### src/rtl/hive_thread_ctrl_ring.sv
// Thread-control ring for the barrel-threaded hive core: rotating thread IDs, per-thread
// clear/IRQ/halt arbitration pipelined to the last stage, and the rbus control register bank.
module hive_thread_ctrl_ring #(
  parameter int                     THREADS     = 8,
  parameter int                     STAGES      = 8,
  parameter int                     ALU_W       = 32,
  parameter int                     RBUS_ADDR_W = 8,
  parameter logic [RBUS_ADDR_W-1:0] REG_BASE    = 'h10
) (
  input  logic                   clk_i,
  input  logic                   rst_n_i,
  input  logic                   cla_i,
  input  logic [THREADS-1:0]     xsr_i,
  input  logic                   irt_i,
  output logic [$clog2(THREADS)-1:0] id_o,
  output logic [$clog2(THREADS)-1:0] id_last_o,
  output logic                   clt_o,
  output logic                   irq_o,
  output logic                   hlt_o,
  output logic [THREADS-1:0]     irq_er_o,
  input  logic [RBUS_ADDR_W-1:0] rbus_addr_i,
  input  logic                   rbus_wr_i,
  input  logic                   rbus_rd_i,
  input  logic [ALU_W-1:0]       rbus_wr_data_i,
  output logic [ALU_W-1:0]       rbus_rd_data_o
);

  localparam int ID_W = $clog2(THREADS);
  localparam int PIPE = STAGES - 1;

  logic [ID_W-1:0]    id_q;
  logic [ID_W-1:0]    id_pipe [PIPE];
  logic [2:0]         ev_pipe [PIPE];
  logic [THREADS-1:0] en_q, pend_q, isr_q, err_q, clr_q, halt_q;
  logic [ALU_W-1:0]   time_q, rd_data_q;

  logic [THREADS-1:0]     cur_mask, irt_mask, isr_live, xsr_pend, xsr_err;
  logic [THREADS-1:0]     clt_mask, irq_mask, w_t;
  logic                   launch_clt, launch_hlt, launch_irq;
  logic [RBUS_ADDR_W-1:0] off;
  logic                   sel;
  logic                   wr_en, wr_pend, wr_err, wr_clr, wr_halt;
  logic [ALU_W-1:0]       rd_val;
  logic                   unused_wdata;

  assign unused_wdata = ^rbus_wr_data_i;

  // An IRQ return on this cycle frees the thread, so a simultaneous request
  // pends instead of flagging an error.
  always_comb begin
    cur_mask   = THREADS'(1) << id_q;
    irt_mask   = irt_i ? cur_mask : '0;
    isr_live   = isr_q & ~irt_mask;
    xsr_pend   = xsr_i & ~isr_live;
    xsr_err    = xsr_i & isr_live;
    launch_clt = cla_i | (|(clr_q & cur_mask));
    launch_hlt = ~launch_clt & (|(halt_q & cur_mask));
    launch_irq = ~launch_clt & ~launch_hlt & (|(pend_q & en_q & ~isr_q & cur_mask));
    clt_mask   = launch_clt ? cur_mask : '0;
    irq_mask   = launch_irq ? cur_mask : '0;
  end

  always_comb begin
    off     = rbus_addr_i - REG_BASE;
    sel     = off < RBUS_ADDR_W'(7);
    w_t     = rbus_wr_data_i[THREADS-1:0];
    wr_en   = rbus_wr_i & sel & (off[2:0] == 3'd0);
    wr_pend = rbus_wr_i & sel & (off[2:0] == 3'd1);
    wr_err  = rbus_wr_i & sel & (off[2:0] == 3'd3);
    wr_clr  = rbus_wr_i & sel & (off[2:0] == 3'd4);
    wr_halt = rbus_wr_i & sel & (off[2:0] == 3'd5);
    rd_val  = '0;
    case (off[2:0])
      3'd0:    rd_val = ALU_W'(en_q);
      3'd1:    rd_val = ALU_W'(pend_q);
      3'd2:    rd_val = ALU_W'(isr_q);
      3'd3:    rd_val = ALU_W'(err_q);
      3'd4:    rd_val = ALU_W'(clr_q);
      3'd5:    rd_val = ALU_W'(halt_q);
      3'd6:    rd_val = time_q;
      default: rd_val = '0;
    endcase
  end

  // CLR resets to all ones so every thread gets one clear pass after reset.
  always_ff @(posedge clk_i or negedge rst_n_i) begin
    if (!rst_n_i) begin
      id_q      <= '0;
      en_q      <= '0;
      pend_q    <= '0;
      isr_q     <= '0;
      err_q     <= '0;
      clr_q     <= '1;
      halt_q    <= '0;
      time_q    <= '0;
      rd_data_q <= '0;
    end else begin
      id_q      <= (id_q == ID_W'(THREADS - 1)) ? '0 : id_q + ID_W'(1);
      en_q      <= wr_en ? w_t : en_q;
      pend_q    <= (pend_q | xsr_pend | ({THREADS{wr_pend}} & w_t)) & ~(clt_mask | irq_mask);
      isr_q     <= (isr_live & ~clt_mask) | irq_mask;
      err_q     <= (err_q & ~({THREADS{wr_err}} & w_t)) | xsr_err;
      clr_q     <= ((clr_q | {THREADS{cla_i}}) & ~clt_mask) | ({THREADS{wr_clr}} & w_t);
      halt_q    <= wr_halt ? w_t : halt_q;
      time_q    <= time_q + ALU_W'(1);
      rd_data_q <= (rbus_rd_i & sel) ? rd_val : '0;
    end
  end

  // Event slots carry {clt, irq, hlt} alongside the thread ID they belong to.
  always_ff @(posedge clk_i or negedge rst_n_i) begin
    if (!rst_n_i) begin
      for (int i = 0; i < PIPE; i++) begin
        id_pipe[i] <= '0;
        ev_pipe[i] <= '0;
      end
    end else begin
      id_pipe[0] <= id_q;
      ev_pipe[0] <= {launch_clt, launch_irq, launch_hlt};
      for (int i = 1; i < PIPE; i++) begin
        id_pipe[i] <= id_pipe[i-1];
        ev_pipe[i] <= ev_pipe[i-1];
      end
    end
  end

  assign id_o           = id_q;
  assign id_last_o      = id_pipe[PIPE-1];
  assign clt_o          = ev_pipe[PIPE-1][2];
  assign irq_o          = ev_pipe[PIPE-1][1];
  assign hlt_o          = ev_pipe[PIPE-1][0];
  assign irq_er_o       = err_q;
  assign rbus_rd_data_o = rd_data_q;

endmodule

### config.mk
export PLATFORM = sky130hd
export DESIGN_NAME = hive_thread_ctrl_ring
export DESIGN_NICKNAME = d
export VERILOG_FILES = /design/src/rtl/hive_thread_ctrl_ring.sv
export SDC_FILE = /design/constraint.sdc
export NUM_CORES = 1
export LEC_CHECK = 0
export CAP_MARGIN = 20
export CORE_ASPECT_RATIO = 1.5
export CORE_UTILIZATION = 40
export CTS_CLUSTER_DIAMETER = 120
export CTS_CLUSTER_SIZE = 12
export DETAILED_ROUTE_END_ITERATION = 10
export GPL_ROUTABILITY_DRIVEN = 0
export PLACE_DENSITY_LB_ADDON = 0.08
export SYNTH_ARGS = -nofsm -noshare
export SYNTH_HDL_FRONTEND = slang
export SYNTH_SLANG_ARGS = --single-unit
### constraint.sdc
create_clock -name clk_i -period 5.6 [get_ports clk_i]
set_input_delay 1.12 -clock clk_i [delete_from_list [all_inputs] [get_ports clk_i]]
set_output_delay 1.12 -clock clk_i [all_outputs]
set_load 0.02 [all_outputs]
==> run metrics <==
prevailing post-synth register cell=dfrtp_1; CP Data Required Time=5910 ps; Reg-to-Reg Start=id_o[2]; Post-synth EDFFs=0; crit end category=flip-flop; minimum clock period=3150 ps; register area share after synthesis=61.4%; Leakage=3.46 nW; Finished Layout Cells=827; Die W=105 microns; Final Hold Viols=0; fin crit share=56.2%; CTS H-tree lvls=4; R2R setup slack=2450 ps; fin util=51.3%; post-detail-place hpwl=9920 microns; post-route ant nets=0; Yosys cell types=55; PostCTS Resize Cnt=0; measured slew at the worst slew-check pin=1050 ps; Placed Cells=793; largest net degree at the start of global routing=119; CP Class=reg2reg; Mapped Area=0.00641 sq mm; total power=2.43 mW; R2R Path End=ev_pipe[19]; Area growth syn-to-layout=25.1%; CP Launch Type=flip-flop; Worst-Skew Late Latency=420 ps; DRC Markers=0; GR Overflow Total=0; Peak Freq=318 MHz; Die Span Y=157 microns; die area=0.0166 sq mm; CTS Buf Count=17; Post-CTS Setup Bufs=0; outcome=complete, no violations; Slew Limit Fails=0; syn avg cell area=12.1 sq um; Post-Synth XOR/XNOR Area=4.10%; register bit count reported by yosys=157; fraction of layout cells with a size suffix above 1=12.5%; CTS sink count=157; via count=4304; gr usage total=18.6%; cell count after synthesis=532; TritonCTS clock tree=built; CORE AREA=0.0156 sq mm; Setup crit start=id_o[2]; Clock transition at path regs=80 ps; wire per inst=16.8 microns; crit path to=ev_pipe[19]; Pre-antenna DRT Iters=4; Async SR Flop Fraction=100%; setup violators final=0; worst vdd ir=0.145 mV; Site Rows=56; post-synthesis mux area share=5.99%; Clock Skew=10.9 ps; vias in the first global route=4452; critical path arrival=3460 ps; largest family of logic cells by synthesized area=simple AND/OR/NAND/NOR gates; Synth Area in Compound Gates=9.39%; DRT iter0 DRCs=168; Pwr per Cell Area=302 mW/mm^2; diode count=0; nets=672; syn_nets=593; slew margin rel.=29.4%; Tightest Hold Check Type=reg2reg; IO buf count=78; clock root buffer=clkbuf_16; filler instances=1413; commonest non-fill, non-tap cell in the layout=dfrtp_1; commonest non-fill, non-tap cells in the layout=dfrtp_1, clkdlybuf4s50_1, nand2_1, nor2_1, and2_1; Total Neg Setup Slack=0 ps; Vias/cell=5.20; synth warn=0; RSZ-0062 raised after global routing=no; MaxCap Viol Count=0; hold buffers post-CTS=0; first-pass GRT wire length=23300 microns; Post-Synth Simple-Gate Area=15.5%; initial antenna violation count=0; Ports=103; Adder-Cell Fraction of Synth Area=1.37%; final WL=13900 microns; worst-path fanout max=16; R2R depth=6; Longest Clk Path Bufs=2; Initial Utilization=41.0%
-- per-stage QoR --
stage	setup slack [ps]	hold WS (ps)	area, sq um
5_1_grt	2170	349	8020
3_5_place_dp	2010	335	7370
3_3_place_gp	2020	332	7370
2_1_floorplan	3090	331	6410
6_report	2450	345	8020
4_1_cts	2420	344	7990
-- kinds of logic after synthesis --
family | Yosys count
XOR/XNOR | 30
adder cells (fa/ha/maj) | 7
multiplexers | 32
buffers and inverters | 35
AND/OR/NAND/NOR | 190
AO/OA/AOI/OAI | 81
flip-flops | 157
-- synthesized netlist by cell type (5+ instances only) --
cell type / instances / area share (%)
nand4_1: 5 / 0.49
a22o_1: 8 / 1.1
clkbuf_1: 13 / 0.76
xor2_1: 9 / 1.2
mux2_2: 21 / 3.7
nor2_1: 37 / 2.2
inv_1: 12 / 0.70
a22oi_1: 6 / 0.70
dfstp_2: 8 / 3.3
mux2i_1: 8 / 1.2
a211oi_1: 12 / 1.4
ha_1: 7 / 1.4
nand3_1: 18 / 1.4
nor2b_1: 9 / 0.88
a21oi_1: 12 / 0.94
a221oi_1: 5 / 0.68
xnor2_1: 21 / 2.9
dfrtp_1: 149 / 58
nor3_1: 12 / 0.94
o21ai_0: 8 / 0.62
nand2_1: 51 / 3.0
and2_1: 30 / 2.9
-- power by group --
group / internal [mW] / switching [mW]
Clock: 0.609 / 0.544
Sequential: 1.15 / 0.00996
Combinational: 0.0521 / 0.0647
Total: 1.81 / 0.619
-- sequential cells by signal, summed over array words and instances, names as in the netlist --
register,cells
id_last_o,3
hlt_o,1
time_q,32
ev_pipe,18
id_o,3
rbus_rd_data_o,32
irq_er_o,8
halt_q,8
en_q,8
id_pipe,18
clt_o,1
clr_q,8
isr_q,8
irq_o,1
pend_q,8
-- area by class of cell --
class                   count  area, sq um  share of cell area (%)
clock buffers              17          425                    5.30
clock inverters            15          193                    2.40
inverters                  12         45.0                   0.561
multi-input cells         340         2330                    29.0
flip-flops and latches    157         3940                    49.1
well taps                 203          254                    3.17
repair buffers             83          840                    10.5
-- worst max-delay path, stage by stage (launching register included) --
cell	delay [ps]
dfrtp_1	670
inv_1	260
ha_1	370
a221o_1	400
a21oi_1	580
inv_1	400
a211oi_1	340
-- worst min-delay path by stage --
| stage | start | endpoint | slack, ps | cells after the start |
|---|---|---|---|---|
| floorplan | ev_pipe[5] | clt_o | 330 | 0 |
| global placement | id_pipe[19] | id_pipe[16] | 330 | 0 |
| detailed placement | ev_pipe[16] | ev_pipe[13] | 330 | 0 |
| CTS | id_pipe[4] | id_last_o[1] | 340 | 0 |
| global route | ev_pipe[7] | ev_pipe[4] | 350 | 0 |
| finish | id_pipe[4] | id_last_o[1] | 340 | 0 |
-- metal layers --
layer  routed length (microns)  GRT usage [%]  part of all wire (%)  up-vias
met1                      5630           22.3                    40     2122
met4                       328           8.85                   2.4        0
met3                       588           3.56                   4.2       28
met2                      7360           32.0                    53      123
met5                         0              0                     0        -
li1                          -              -                     -     2031
(Power assumes the default switching activity.)
